===== config.mk =====
export PLATFORM = sky130hd
export DESIGN_NAME = alu_bus_datapath_flat
export DESIGN_NICKNAME = d
export VERILOG_FILES = /design/src/rtl/alu_bus_pkg.sv /design/src/rtl/alu_bus_datapath_if.sv /design/src/rtl/alu_bus_datapath_alu_core.sv /design/src/rtl/alu_bus_datapath.sv /design/src/flat_wrapper.sv
export SDC_FILE = /design/constraint.sdc
export NUM_CORES = 1
export LEC_CHECK = 0
export BUFFER_PORTS_ARGS = -buffer_cell sky130_fd_sc_hd__buf_2
export CORE_ASPECT_RATIO = 0.75
export CORE_UTILIZATION = 27
export DETAILED_ROUTE_END_ITERATION = 10
export HOLD_SLACK_MARGIN = 0.03
export PLACE_DENSITY = 0.52
export SYNTH_ARGS = -nofsm -noshare
export SYNTH_HDL_FRONTEND = slang
export SYNTH_SLANG_ARGS = --single-unit

===== constraint.sdc =====
create_clock -name clk -period 6.7 [get_ports clk]
set_clock_uncertainty 0.1 [all_clocks]
set_input_delay 0 -clock clk [delete_from_list [all_inputs] [get_ports clk]]
set_output_delay 0 -clock clk [all_outputs]
set_load 0.02 [all_outputs]

===== src/rtl/alu_bus_pkg.sv =====
// Shared constants for the ALU bus datapath.
//  - W_DEF      : default data/bus width
//  - NUM_REGS   : number of general registers (R0..R4)
//  - OP_*       : ALU opcodes, as carried in instruction[15:12]
//  - RX_R*      : one-hot rxOut/rxIn selects (R0 is the MSB)
package alu_bus_pkg;

   localparam int unsigned W_DEF    = 16;
   localparam int unsigned NUM_REGS = 5;

   localparam logic [3:0] OP_ADD = 4'b1000;
   localparam logic [3:0] OP_SUB = 4'b1001;
   localparam logic [3:0] OP_AND = 4'b1010;
   localparam logic [3:0] OP_OR  = 4'b1011;
   localparam logic [3:0] OP_XOR = 4'b1100;
   localparam logic [3:0] OP_NOT = 4'b1101;
   localparam logic [3:0] OP_SHL = 4'b1110;

   localparam logic [4:0] RX_R0 = 5'b10000;
   localparam logic [4:0] RX_R1 = 5'b01000;
   localparam logic [4:0] RX_R2 = 5'b00100;
   localparam logic [4:0] RX_R3 = 5'b00010;
   localparam logic [4:0] RX_R4 = 5'b00001;

endpackage


===== src/rtl/alu_bus_datapath_if.sv =====
// Strobe interface between the ALU control FSM (master) and the bus datapath (slave).
//  opcode       : instruction[15:12], used when ALUoutlatch is high
//  rxOut / rxIn : one-hot register->bus enable / bus->register load (bit4 = R0)
//  ALUin0/1     : load A / B from the bus
//  ALUoutlatch  : load Y from the ALU result
//  ALUoutEN     : drive Y onto the bus
//  done         : operation-complete pulse
//  bus          : shared bus value, driven by the datapath
interface alu_bus_datapath_if #(
   parameter int unsigned W = alu_bus_pkg::W_DEF
);
   logic [3:0]   opcode;
   logic [4:0]   rxOut;
   logic [4:0]   rxIn;
   logic         ALUin0;
   logic         ALUin1;
   logic         ALUoutlatch;
   logic         ALUoutEN;
   logic         done;
   logic [W-1:0] bus;

   modport master (
      output opcode, rxOut, rxIn, ALUin0, ALUin1, ALUoutlatch, ALUoutEN, done,
      input  bus
   );

   modport slave (
      input  opcode, rxOut, rxIn, ALUin0, ALUin1, ALUoutlatch, ALUoutEN, done,
      output bus
   );
endinterface


===== src/rtl/alu_bus_datapath_alu_core.sv =====
// Combinational ALU, no state.
//  opcode : operation select (OP_ADD..OP_SHL, anything else yields 0)
//  a, b   : operands
//  result : W-bit wrap-around result
//  carry  : carry-out (ADD), borrow (SUB), shifted-out bit (SHL), else 0
module alu_core
   import alu_bus_pkg::*;
#(
   parameter int unsigned W = W_DEF
) (
   input  logic [3:0]   opcode,
   input  logic [W-1:0] a,
   input  logic [W-1:0] b,
   output logic [W-1:0] result,
   output logic         carry
);

   logic [W:0] wide;

   always_comb begin
      wide   = '0;
      result = '0;
      carry  = 1'b0;
      case (opcode)
         OP_ADD: begin
            wide   = {1'b0, a} + {1'b0, b};
            result = wide[W-1:0];
            carry  = wide[W];
         end
         OP_SUB: begin
            // MSB of the extended difference is set exactly when a < b (unsigned).
            wide   = {1'b0, a} - {1'b0, b};
            result = wide[W-1:0];
            carry  = wide[W];
         end
         OP_AND: result = a & b;
         OP_OR:  result = a | b;
         OP_XOR: result = a ^ b;
         OP_NOT: result = ~a;
         OP_SHL: begin
            result = {a[W-2:0], 1'b0};
            carry  = a[W-1];
         end
         default: begin
            result = '0;
            carry  = 1'b0;
         end
      endcase
   end

endmodule


===== src/rtl/alu_bus_datapath.sv =====
// Responder end of the ALU control-strobe interface: registers R0..R4, ALU input latches
// A/B, output latch Y and the shared bus mux. Flags strobe protocol violations.
// Optional feature: define ALU_FLAGS_EN to build the {N,C,Z} flag register; otherwise
// flags is tied to zero.
//  clk, rst        : clock, synchronous active-high reset
//  sbus            : strobe interface (slave modport), drives sbus.bus
//  ext_we/sel/data : external register write (program load), sel 5..7 ignored
//  dbg_r0..dbg_r4  : register contents
//  bus_err         : sticky protocol-violation flag
//  op_count        : saturating count of done pulses
//  flags           : {N,C,Z} of the last latched result
module alu_bus_datapath
   import alu_bus_pkg::*;
#(
   parameter int unsigned W     = W_DEF,
   parameter int unsigned CNT_W = 16
) (
   input  logic                clk,
   input  logic                rst,
   alu_bus_datapath_if.slave   sbus,
   input  logic                ext_we,
   input  logic [2:0]          ext_sel,
   input  logic [W-1:0]        ext_data,
   output logic [W-1:0]        dbg_r0,
   output logic [W-1:0]        dbg_r1,
   output logic [W-1:0]        dbg_r2,
   output logic [W-1:0]        dbg_r3,
   output logic [W-1:0]        dbg_r4,
   output logic                bus_err,
   output logic [CNT_W-1:0]    op_count,
   output logic [2:0]          flags
);

   logic [W-1:0]     regs_q [NUM_REGS];
   logic [W-1:0]     a_q, b_q, y_q;
   logic [W-1:0]     bus_val;
   logic [W-1:0]     alu_result;
   logic             alu_carry;
   logic [CNT_W-1:0] op_count_q;
   logic             bus_err_q;
   logic [NUM_REGS:0] drivers;
   logic             drive_multi;
   logic             rx_in_one;
   logic             rx_in_multi;
   logic             ext_hit;

   // Every bus source in one vector so contention is a simple popcount.
   assign drivers     = {sbus.rxOut, sbus.ALUoutEN};
   assign drive_multi = ($countones(drivers) > 1);
   assign rx_in_one   = $onehot(sbus.rxIn);
   assign rx_in_multi = ($countones(sbus.rxIn) > 1);
   assign ext_hit     = ext_we && (ext_sel < 3'(NUM_REGS));

   // Contention forces the bus to zero rather than picking a winner.
   always_comb begin
      bus_val = '0;
      if (!drive_multi) begin
         if (sbus.ALUoutEN) bus_val = y_q;
         for (int k = 0; k < NUM_REGS; k++) begin
            if (sbus.rxOut[NUM_REGS-1-k]) bus_val = regs_q[k];
         end
      end
   end

   assign sbus.bus = bus_val;

   alu_core #(
      .W (W)
   ) u_alu_core (
      .opcode (sbus.opcode),
      .a      (a_q),
      .b      (b_q),
      .result (alu_result),
      .carry  (alu_carry)
   );

   always_ff @(posedge clk) begin
      if (rst) begin
         for (int k = 0; k < NUM_REGS; k++) regs_q[k] <= '0;
         a_q        <= '0;
         b_q        <= '0;
         y_q        <= '0;
         op_count_q <= '0;
         bus_err_q  <= 1'b0;
      end else begin
         // A bus load to a register takes priority over an external write to it.
         for (int k = 0; k < NUM_REGS; k++) begin
            if (rx_in_one && sbus.rxIn[NUM_REGS-1-k]) begin
               regs_q[k] <= bus_val;
            end else if (ext_hit && (ext_sel == 3'(k))) begin
               regs_q[k] <= ext_data;
            end
         end
         if (sbus.ALUin0)      a_q <= bus_val;
         if (sbus.ALUin1)      b_q <= bus_val;
         if (sbus.ALUoutlatch) y_q <= alu_result;
         if (sbus.done && (op_count_q != '1)) op_count_q <= op_count_q + 1'b1;
         if (drive_multi || rx_in_multi) bus_err_q <= 1'b1;
      end
   end

`ifdef ALU_FLAGS_EN
   logic [2:0] flags_q;

   always_ff @(posedge clk) begin
      if (rst) begin
         flags_q <= 3'b000;
      end else if (sbus.ALUoutlatch) begin
         flags_q <= {alu_result[W-1], alu_carry, (alu_result == '0)};
      end
   end

   assign flags = flags_q;
`else
   logic unused_carry;
   assign unused_carry = alu_carry;
   assign flags        = 3'b000;
`endif

   assign dbg_r0   = regs_q[0];
   assign dbg_r1   = regs_q[1];
   assign dbg_r2   = regs_q[2];
   assign dbg_r3   = regs_q[3];
   assign dbg_r4   = regs_q[4];
   assign bus_err  = bus_err_q;
   assign op_count = op_count_q;

endmodule


===== src/flat_wrapper.sv =====
// flat-port wrapper written by rule: the top's interface ports become plain ports
module alu_bus_datapath_flat import alu_bus_pkg::*;
#(
   parameter int unsigned W     = W_DEF,
   parameter int unsigned CNT_W = 16
)
  (clk, rst, ext_we, ext_sel, ext_data, dbg_r0, dbg_r1, dbg_r2, dbg_r3, dbg_r4, bus_err, op_count, flags, sbus_opcode, sbus_rxOut, sbus_rxIn, sbus_ALUin0, sbus_ALUin1, sbus_ALUoutlatch, sbus_ALUoutEN, sbus_done, sbus_bus);
  alu_bus_datapath_if #(.W(W)) sbus_i ();
  input  logic clk;
  input  logic rst;
  input  logic ext_we;
  input  logic [2:0] ext_sel;
  input  logic [W-1:0] ext_data;
  output logic [W-1:0] dbg_r0;
  output logic [W-1:0] dbg_r1;
  output logic [W-1:0] dbg_r2;
  output logic [W-1:0] dbg_r3;
  output logic [W-1:0] dbg_r4;
  output logic bus_err;
  output logic [CNT_W-1:0] op_count;
  output logic [2:0] flags;
  input wire logic [$bits(sbus_i.opcode)-1:0] sbus_opcode;
  input wire logic [$bits(sbus_i.rxOut)-1:0] sbus_rxOut;
  input wire logic [$bits(sbus_i.rxIn)-1:0] sbus_rxIn;
  input wire logic [$bits(sbus_i.ALUin0)-1:0] sbus_ALUin0;
  input wire logic [$bits(sbus_i.ALUin1)-1:0] sbus_ALUin1;
  input wire logic [$bits(sbus_i.ALUoutlatch)-1:0] sbus_ALUoutlatch;
  input wire logic [$bits(sbus_i.ALUoutEN)-1:0] sbus_ALUoutEN;
  input wire logic [$bits(sbus_i.done)-1:0] sbus_done;
  output wire logic [$bits(sbus_i.bus)-1:0] sbus_bus;
  assign sbus_i.opcode = sbus_opcode;
  assign sbus_i.rxOut = sbus_rxOut;
  assign sbus_i.rxIn = sbus_rxIn;
  assign sbus_i.ALUin0 = sbus_ALUin0;
  assign sbus_i.ALUin1 = sbus_ALUin1;
  assign sbus_i.ALUoutlatch = sbus_ALUoutlatch;
  assign sbus_i.ALUoutEN = sbus_ALUoutEN;
  assign sbus_i.done = sbus_done;
  assign sbus_bus = sbus_i.bus;
  alu_bus_datapath #(.W(W), .CNT_W(CNT_W)) u_core (.clk(clk), .rst(rst), .sbus(sbus_i), .ext_we(ext_we), .ext_sel(ext_sel), .ext_data(ext_data), .dbg_r0(dbg_r0), .dbg_r1(dbg_r1), .dbg_r2(dbg_r2), .dbg_r3(dbg_r3), .dbg_r4(dbg_r4), .bus_err(bus_err), .op_count(op_count), .flags(flags));
endmodule

Yosys cells after proc, flatten, opt, wreduce, memory -nomap -nowiden
Memory sizes are Yosys's and may differ from the RTL's.
Cells that the tools add are included.
W data, S select, Z words.
- memories: 1
- word-level logic and storage cells: 121
- bits in writable memories: 80
- output and inout port bits: 116
- bits in registers: 65
- memory list (memory ; depth ; bits a word ; rd ports ; clocked after Yosys merged registers in ; wr ports ; RTL line ; RTL):
    u_core.regs_q ; 5 ; 16 ; 5 ; 0 ; 5 ; alu_bus_datapath.sv:34 ; logic [W-1:0] regs_q [NUM_REGS];
- mux-type cells: 55
- $lt $le $gt $ge: 3
- add/sub/neg operators: 16
- eq/ne operators: 13
- reductions and logical operators: 14
- bitwise gates (word level): 14
- operators by type and width (kind ; number):
    $mux W16 ; 17
    $pmux W16 S7 ; 1
    $add A32 B32 Y32 ; 3
    $gt A32 B2 Y1 const B ; 2
    $mux W1 ; 37
    $add A32 B1 Y32 ; 1
    $eq A4 B4 Y1 const B ; 7
    $add A16 B1 Y16 const B ; 1
    $add A16 B16 Y16 ; 1
    $and A16 B16 Y16 ; 1
    $ne A16 B16 Y1 const B ; 1
    $not A16 Y16 ; 1
    $or A16 B16 Y16 ; 1
    $sub A16 B16 Y16 ; 1
    $xor A16 B16 Y16 ; 1
    $add A1 B1 Y2 ; 7
    $logic_and A1 B1 Y1 ; 12
    $or A1 B1 Y1 ; 10
    $eq A3 B1 Y1 const B ; 2
    $eq A3 B2 Y1 const B ; 2
    $add A3 B1 Y3 ; 1
    $add A3 B3 Y3 ; 1
    $eq A3 B3 Y1 const B ; 1
    $logic_not A3 Y1 ; 1
    other kinds (2) ; 2

Depth between registers and ports, before layout
Gate-level depths: netlist of the first run.
- depth after elaboration: 10
- mapped depth: 14
- mapped depth without buffers: 13

By module
Synthesis of the first run repeated with hierarchy kept, for this count alone.
- cells, all modules: 1097
- area total of the unflattened synthesis: 9929.5 µm²
- by module, submodules not included (module ; area an instance (µm²) ; seq. area each (µm²) ; instances ; cells an instance):
    alu_bus_datapath ; 7071.8 ; 3703.6 ; 1 ; 680
    alu_core ; 2857.7 ; 0.0 ; 1 ; 417

Least setup slack after synthesis of the first run
No wires, ideal clock.
- path type: input port to flip-flop
- start point: input sbus_rxIn[2]
- end point: memory u_core.regs_q[0][15] (netlist name) (data pin)
- data required time: 6.338 ns
- path buffers: 2
- path slack: 4.021 ns
- arrival: 2.317 ns
- stages on the path: 10
- setup time: 0.262 ns
- cells stage by stage: ha_1 -> fa_1 -> inv_1 -> fa_1 -> and3_1 -> clkbuf_1 -> nand2_1 -> nand3_1 -> buf_2 -> mux2_1
- RTL lines (item ; RTL line ; RTL):
    start: declaration ; flat_wrapper.sv:24 ; input wire logic [$bits(sbus_i.rxIn)-1:0] sbus_rxIn;
    end: declaration ; alu_bus_datapath.sv:34 ;

==> results of run 1 <==
-- how the worst min path moves through the flow --
| stage | to | slack (ns) | start | depth (start not counted) |
|---|---|---|---|---|
| after global routing | u_core.b_q[2] | 0.06 | sbus_ALUin1 | 4 |
| final | u_core.b_q[4] | 0.08 | sbus_ALUin1 | 4 |
| after floorplan | u_core.op_count[1] | 0.06 | sbus_done | 2 |
| after detailed placement | u_core.op_count[1] | 0.22 | sbus_done | 3 |
| after global placement | u_core.op_count[1] | 0.22 | sbus_done | 3 |
| after CTS | u_core.b_q[8] | 0.05 | sbus_ALUin1 | 4 |
-- layer usage --
layer / GRT usage / share of wire / vias up
met3: 0.03380 / 0.065 / 38
met2: 0.2541 / 0.42 / 289
met1: 0.2496 / 0.49 / 3898
met5: 0 / 0 / -
li1: - / - / 3698
met4: 0.05378 / 0.020 / 0
-- cell usage after synthesis (all sizes together) (3+ instances only) --
cell / number
xor2: 10
a21oi: 46
a21o: 6
and3: 4
o22ai: 21
xnor2: 24
mux2i: 6
inv: 66
fa: 5
or2: 17
nor3: 6
clkbuf: 19
o221ai: 3
nand3b: 18
a31oi: 4
nand2b: 10
edfxtp: 80
nor2: 86
nand3: 14
buf: 31
nand4: 10
a221oi: 26
a222oi: 3
o21a: 3
a211oi: 19
ha: 56
and2: 6
o21ai: 30
a2bb2oi: 6
a22o: 33
mux2: 89
dfxtp: 65
nor2b: 3
nand2: 45
and4: 5
-- kinds of logic after synthesis --
| group | count (synthesis) | share of synthesized area |
|---|---|---|
| AND/OR/NAND/NOR | 240 | 0.1448 |
| other | 1 | 0.0004030 |
| flip-flops | 145 | 0.3980 |
| multiplexers | 95 | 0.1150 |
| AO/OA/AOI/OAI | 223 | 0.1694 |
| XOR/XNOR | 34 | 0.03200 |
| adder cells (fa/ha/maj) | 61 | 0.08606 |
| buffers and inverters | 116 | 0.05432 |
-- critical path: stages --
cell and delay, ns:
buf_2 0.10, buf_4 0.24, ha_1 0.32, inv_1 0.05, fa_1 0.38, inv_1 0.07
ha_1 0.13, inv_1 0.04, ha_1 0.17, nand2b_1 0.63, nor2_1 0.22, nand2_4 0.43
nor2_1 0.17, mux2_1 0.32
-- report_power, final --
part           internal [mW]  switching, mW
registers               1.03         0.0686
clock network          0.564          0.392
logic                  0.327          0.553
total                   1.92           1.01
-- layout by cell type, fill, tap and decap left out, types with 5 or more instances in the layout --
cell           instances
buf_2                153
mux2_2                85
edfxtp_1              80
nor2_1                71
inv_1                 66
dfxtp_1               65
ha_1                  56
a21oi_1               46
nand2_1               42
a22o_1                33
o21ai_0               28
a221oi_1              26
xnor2_1               24
o22ai_1               21
dlygate4sd3_1         20
clkbuf_16             19
nand3b_1              18
a211oi_1              18
nand3_1               14
nand2b_1              10
nand4_1               10
nor2_4                10
xor2_1                10
buf_4                  9
or2_1                  7
or2_2                  6
a21o_1                 6
and2_1                 6
nor3_1                 6
mux2i_1                6
a2bb2oi_1              6
and4_1                 5
nor2_2                 5
fa_1                   5
-- flip-flops by register name, indices dropped and copies added (netlist names) --
name,flops
u_core.b_q,16
u_core.a_q,16
u_core.bus_err,1
u_core.regs_q,80
u_core.y_q,16
u_core.op_count,16
-- layout make-up --
cell class	count	area [µm²]
multi-input cells	656	5110
repair buffers	182	1033
fillers	3505	22500
well taps	450	563.0
flip-flops and latches	145	3704
inverters	66	247.7
clock buffers	20	489.2
clock inverters	12	100.1
-- metrics by stage --
step	total power, mW	utilization
global placement	1.970	0.3099
detailed placement	1.977	0.3099
CTS	2.945	0.3333
global route	3.075	0.3333
floorplan	1.706	-
finish	2.934	0.3333
==> impl_metrics.tcl, run 1 <==
set metrics [dict create \
    status "completed" \
    power_leakage_nw 4.705 \
    synth-main-ff-cell "edfxtp_1" \
    overflow 0 \
    pin_count 157 \
    finalHoldViolCount 0 \
    synth.distinct_cells 78 \
    first_pass_iters 5 \
    power.density_mw_per_mm2 260.9 \
    setup_viol 0 \
    routedWlPerCell_um 19.72 \
    crit_required_ns 6.77 \
    synth_top_area_share 0.2582 \
    critPathCapture "u_core.regs_q[0][15]" \
    endpoint_kind "register" \
    vias 7923 \
    num_antenna_cells 0 \
    r2r_slack_ns 3.52 \
    clock-sinks 145 \
    antenna_found_initial 0 \
    yosys-top-cells-area "edfxtp_1 (26%), dfxtp_1 (14%), mux2_2 (10%), ha_1 (7.5%), a22o_1 (3.1%)" \
    critPathLaunch "sbus_rxOut[2]" \
    fin_crit_sh 0.4834 \
    min_period_ns 3.239 \
    dpl_cell_area_mm2 0.01046 \
    postSynthAreaPerCell_um2 10.17 \
    ys_seq_area_frac 0.3980 \
    yosys_warnings 0 \
    cts.clk_slew.worst_paths_ns 0.06 \
    grt_max_degree 38 \
    clockRootBuffer "clkbuf_16" \
    ir_drop_mv 0.1486 \
    start_util 0.2758 \
    layout.nets 1170 \
    worstSetupPathType "in2reg" \
    reg2reg_depth 11 \
    clock_latency_ns 0.42 \
    grt_pass1_vias 7809 \
    fin_ws_ns 3.461 \
    cp_max_fo 33 \
    grt_use_total 0.1720 \
    clock_path_buffers 2 \
    dieHeight_um 162.8 \
    grt_pass1_wl_um 46410 \
    dp_hpwl_um 22520 \
    synth_edf_count 80 \
    postCtsSetupRepairBufs 0 \
    cts_tree "yes" \
    worstPathArrival_ns 3.31 \
    max_cap_violations 0 \
    synth_top_area_cell "edfxtp_1" \
    die_width_um 216.4 \
    holdWs_ns 0.07730 \
    finalWirelength_um 30200 \
    avgViaCountPerCell 5.175 \
    drt_iter0_drc 603 \
    worst_hold_path_type "in2reg" \
    place_congestion 0.8735 \
    slew_viol_final 0 \
    synth-seq-cells 145 \
    placement.io_buffers 153 \
    area_growth_pct 20.87 \
    drc 0 \
    postSynthCellCount 915 \
    netlist_area_mm2 0.009305 \
    final_area_mm2 0.01125 \
    cp-start-kind "input port" \
    relSlewSlack 0.2460 \
    rows 58 \
    htree_levels 4 \
    max_freq_mhz 308.7 \
    finalNonFillerCells 1531 \
    die-area_mm2 0.03522 \
    post-place-ws_ns 3.073 \
    worstReg2RegEnd "u_core.y_q[14]" \
    fp.coreArea_mm2 0.03374 \
    holdBufCountCts 20 \
    worst_pin_slew_ns 1.128 \
    cts_buffers 17 \
    ant_nets 0 \
    synthArstFlopShare 0 \
    reg2reg_from "u_core.b_q[2]" \
    rsz0062_at_grt "no" \
    place_inst 1479 \
    cts_resized 0 \
    tns_ns 0 \
    layout-drive-gt1-share 0.2905 \
]
(Power assumes the default switching activity.)
==> run 2: changes to the inputs <==
Clock period 6.7 ns to 3.3 ns, I/O delays scaled along.
==> run 2 against run 1 <==
- sequential power grew 100%
- critical path depth shrank 3
- flip-flop and latch count is the same
- count of clock-buffer cells in the layout shrank 3
- largest cell class unchanged
- wire length grew 2.5%
- sequential share of layout area shrank 0.87 points
- combinational power grew 120%
- highest routed layer unchanged
- critical endpoint is now u_core.y_q[15]
- first-iteration DRC count shrank 0.33%
- core utilization grew 0.90 points
==> impl_metrics.tcl, run 2 (synthesis gave the netlist of run 1 again) <==
set metrics [dict create \
    grt_use_total 0.1749 \
    critPathSlowestCell "nor4_4" \
    grt_pass1_vias 7844 \
    postCtsSetupRepairBufs 0 \
    ir_drop_mv 0.2983 \
    rows 58 \
    pin_count 157 \
    worstSetupPathType "reg2reg" \
    worstHoldEndpoint "u_core.regs_q[3][1]" \
    grt_max_degree 33 \
    combPwrFrac 0.310 \
    num_antenna_cells 0 \
    power_leakage_nw 4.872 \
    grt_pass1_wl_um 46990 \
    die-area_mm2 0.03522 \
    antenna_found_initial 0 \
    largest_register_ffs 80 \
    layout-drive-gt1-share 0.3121 \
    final_cell_mix "buf_2 (153), mux2_2 (85), edfxtp_1 (80), nor2_1 (71), inv_1 (66)" \
    critPathMaxStageDelay_ns 0.37 \
    layout_commonest_cell "buf_2" \
    max_freq_mhz 342.5 \
    cts.clk_slew.worst_paths_ns 0.07 \
    start_util 0.2758 \
    place_congestion 0.9416 \
    dpl_cell_area_mm2 0.01072 \
    cp_max_fo 5 \
    die_width_um 216.4 \
    htree_levels 4 \
    status "completed" \
    p_total_mw 6.249 \
    vias 8074 \
    worstPathArrival_ns 3.12 \
    r2r_slack_ns 0.38 \
    finalHoldViolCount 0 \
    worstReg2RegEnd "u_core.y_q[15]" \
    clock_latency_ns 0.44 \
    cts_tree "yes" \
    p_switching_mw 2.191 \
    pwr-share-seq 0.355 \
    avgViaCountPerCell 5.159 \
    cp-start-kind "register" \
    post-place-ws_ns 0.4043 \
    finalNonFillerCells 1565 \
    fin_crit_sh 0.8848 \
    fp.coreArea_mm2 0.03374 \
    holdBufCountCts 21 \
    tns_ns 0 \
    routedWlPerCell_um 19.78 \
    clock_path_buffers 2 \
    utilization 0.3423 \
    relSlewSlack 0.4012 \
    crit_required_ns 3.50 \
    drc 0 \
    endpoint_kind "register" \
    rsz0062_at_grt "no" \
    first_pass_iters 5 \
    worst_pin_slew_ns 0.8982 \
    reg2reg_from "u_core.b_q[3]" \
    holdWs_ns 0.1286 \
    intPower_mw 4.058 \
    setup_viol 0 \
    finalWirelength_um 30950 \
    cts_resized 0 \
    clockRootBuffer "clkbuf_16" \
    dp_hpwl_um 23090 \
    path_cells "nor4_4 -> nand2_1 -> o41ai_1 -> xnor2_1 -> ha_1 -> nand2_1 -> o21ai_0 -> nor2_1 -> a21oi_1 -> xnor2_1 -> o21ai_1" \
    place_inst 1512 \
    clock-sinks 145 \
    placement.io_buffers 153 \
    clock_power_share 0.335 \
    fin_ws_ns 0.3802 \
    max_cap_violations 0 \
    power.density_mw_per_mm2 541.0 \
    swShare 0.3506 \
    ant_nets 0 \
    min_path_cells 4 \
    dieHeight_um 162.8 \
    min_period_ns 2.920 \
    hold_path_startpoint "sbus_rxIn[1]" \
    drt_iter0_drc 601 \
    cts_buffers 17 \
    area_growth_pct 24.14 \
    final_area_mm2 0.01155 \
    worst_hold_path_type "in2reg" \
    slew_viol_final 0 \
    regMostFlops "u_core.regs_q" \
    layout.nets 1204 \
    reg2reg_depth 11 \
    overflow 0 \
]
-- run 2: cell types whose count changed in the layout (fill, tap and decap cells not counted), sizes merged --
cell | previous run | this run
bufinv | 1 | 3
inv | 69 | 73
clkbuf | 20 | 17
clkinv | 7 | 3
clkinvlp | 1 | 2
dlygate4sd3 | 20 | 21
buf | 162 | 195
-- run 2: final cells by class --
class                           count  area (µm²)
Timing Repair Buffer              216        1304
Multi-Input combinational cell    656        5110
Clock buffer                       17       425.4
Sequential cell                   145        3704
Tap cell                          450       563.0
Inverter                           66       247.7
Clock inverter                     15       197.7
Fill cell                        3450       22190
-- run 2: power by group through the flow --
stage / logic, mW / registers [mW] / clock network, mW
floorplan: 1.10 / 2.36 / 0
global placement: 1.89 / 2.25 / 0
finish: 1.94 / 2.22 / 2.09
CTS: 1.93 / 2.22 / 2.12
detailed placement: 1.91 / 2.25 / 0
global route: 2.10 / 2.23 / 2.21
-- run 2: worst max-delay path, delay by kind of cell, from the launching register on --
kind / cells / cell delay [ns]
flops: 1 / 0.36
fa+ha+maj: 1 / 0.36
simple gates: 4 / 0.79
xor+xnor: 2 / 0.27
compound gates: 4 / 0.91
-- run 2: worst max-delay path by stage --
stage	cells after the start	slack, ns	from	to
2_1_floorplan	10	0.62	sbus_rxIn[2]	u_core.regs_q[0][15]
3_3_place_gp	12	0.41	sbus_rxIn[2]	u_core.regs_q[1][11]
3_5_place_dp	12	0.40	sbus_rxIn[2]	u_core.regs_q[3][9]
4_1_cts	11	0.40	u_core.b_q[3]	u_core.y_q[15]
5_1_grt	13	0.19	u_core.b_q[3]	u_core.y_q[15]
6_report	11	0.38	u_core.b_q[3]	u_core.y_q[15]
-- run 2: metal layers --
metal | vias up | wire [µm] | share of wire | global-route usage
met5 | - | 0 | 0 | 0
met3 | 25 | 2002 | 0.065 | 0.03884
met1 | 3987 | 15260 | 0.49 | 0.2520
li1 | 3771 | - | - | -
met4 | 0 | 337 | 0.011 | 0.03873
met2 | 291 | 13360 | 0.43 | 0.2644
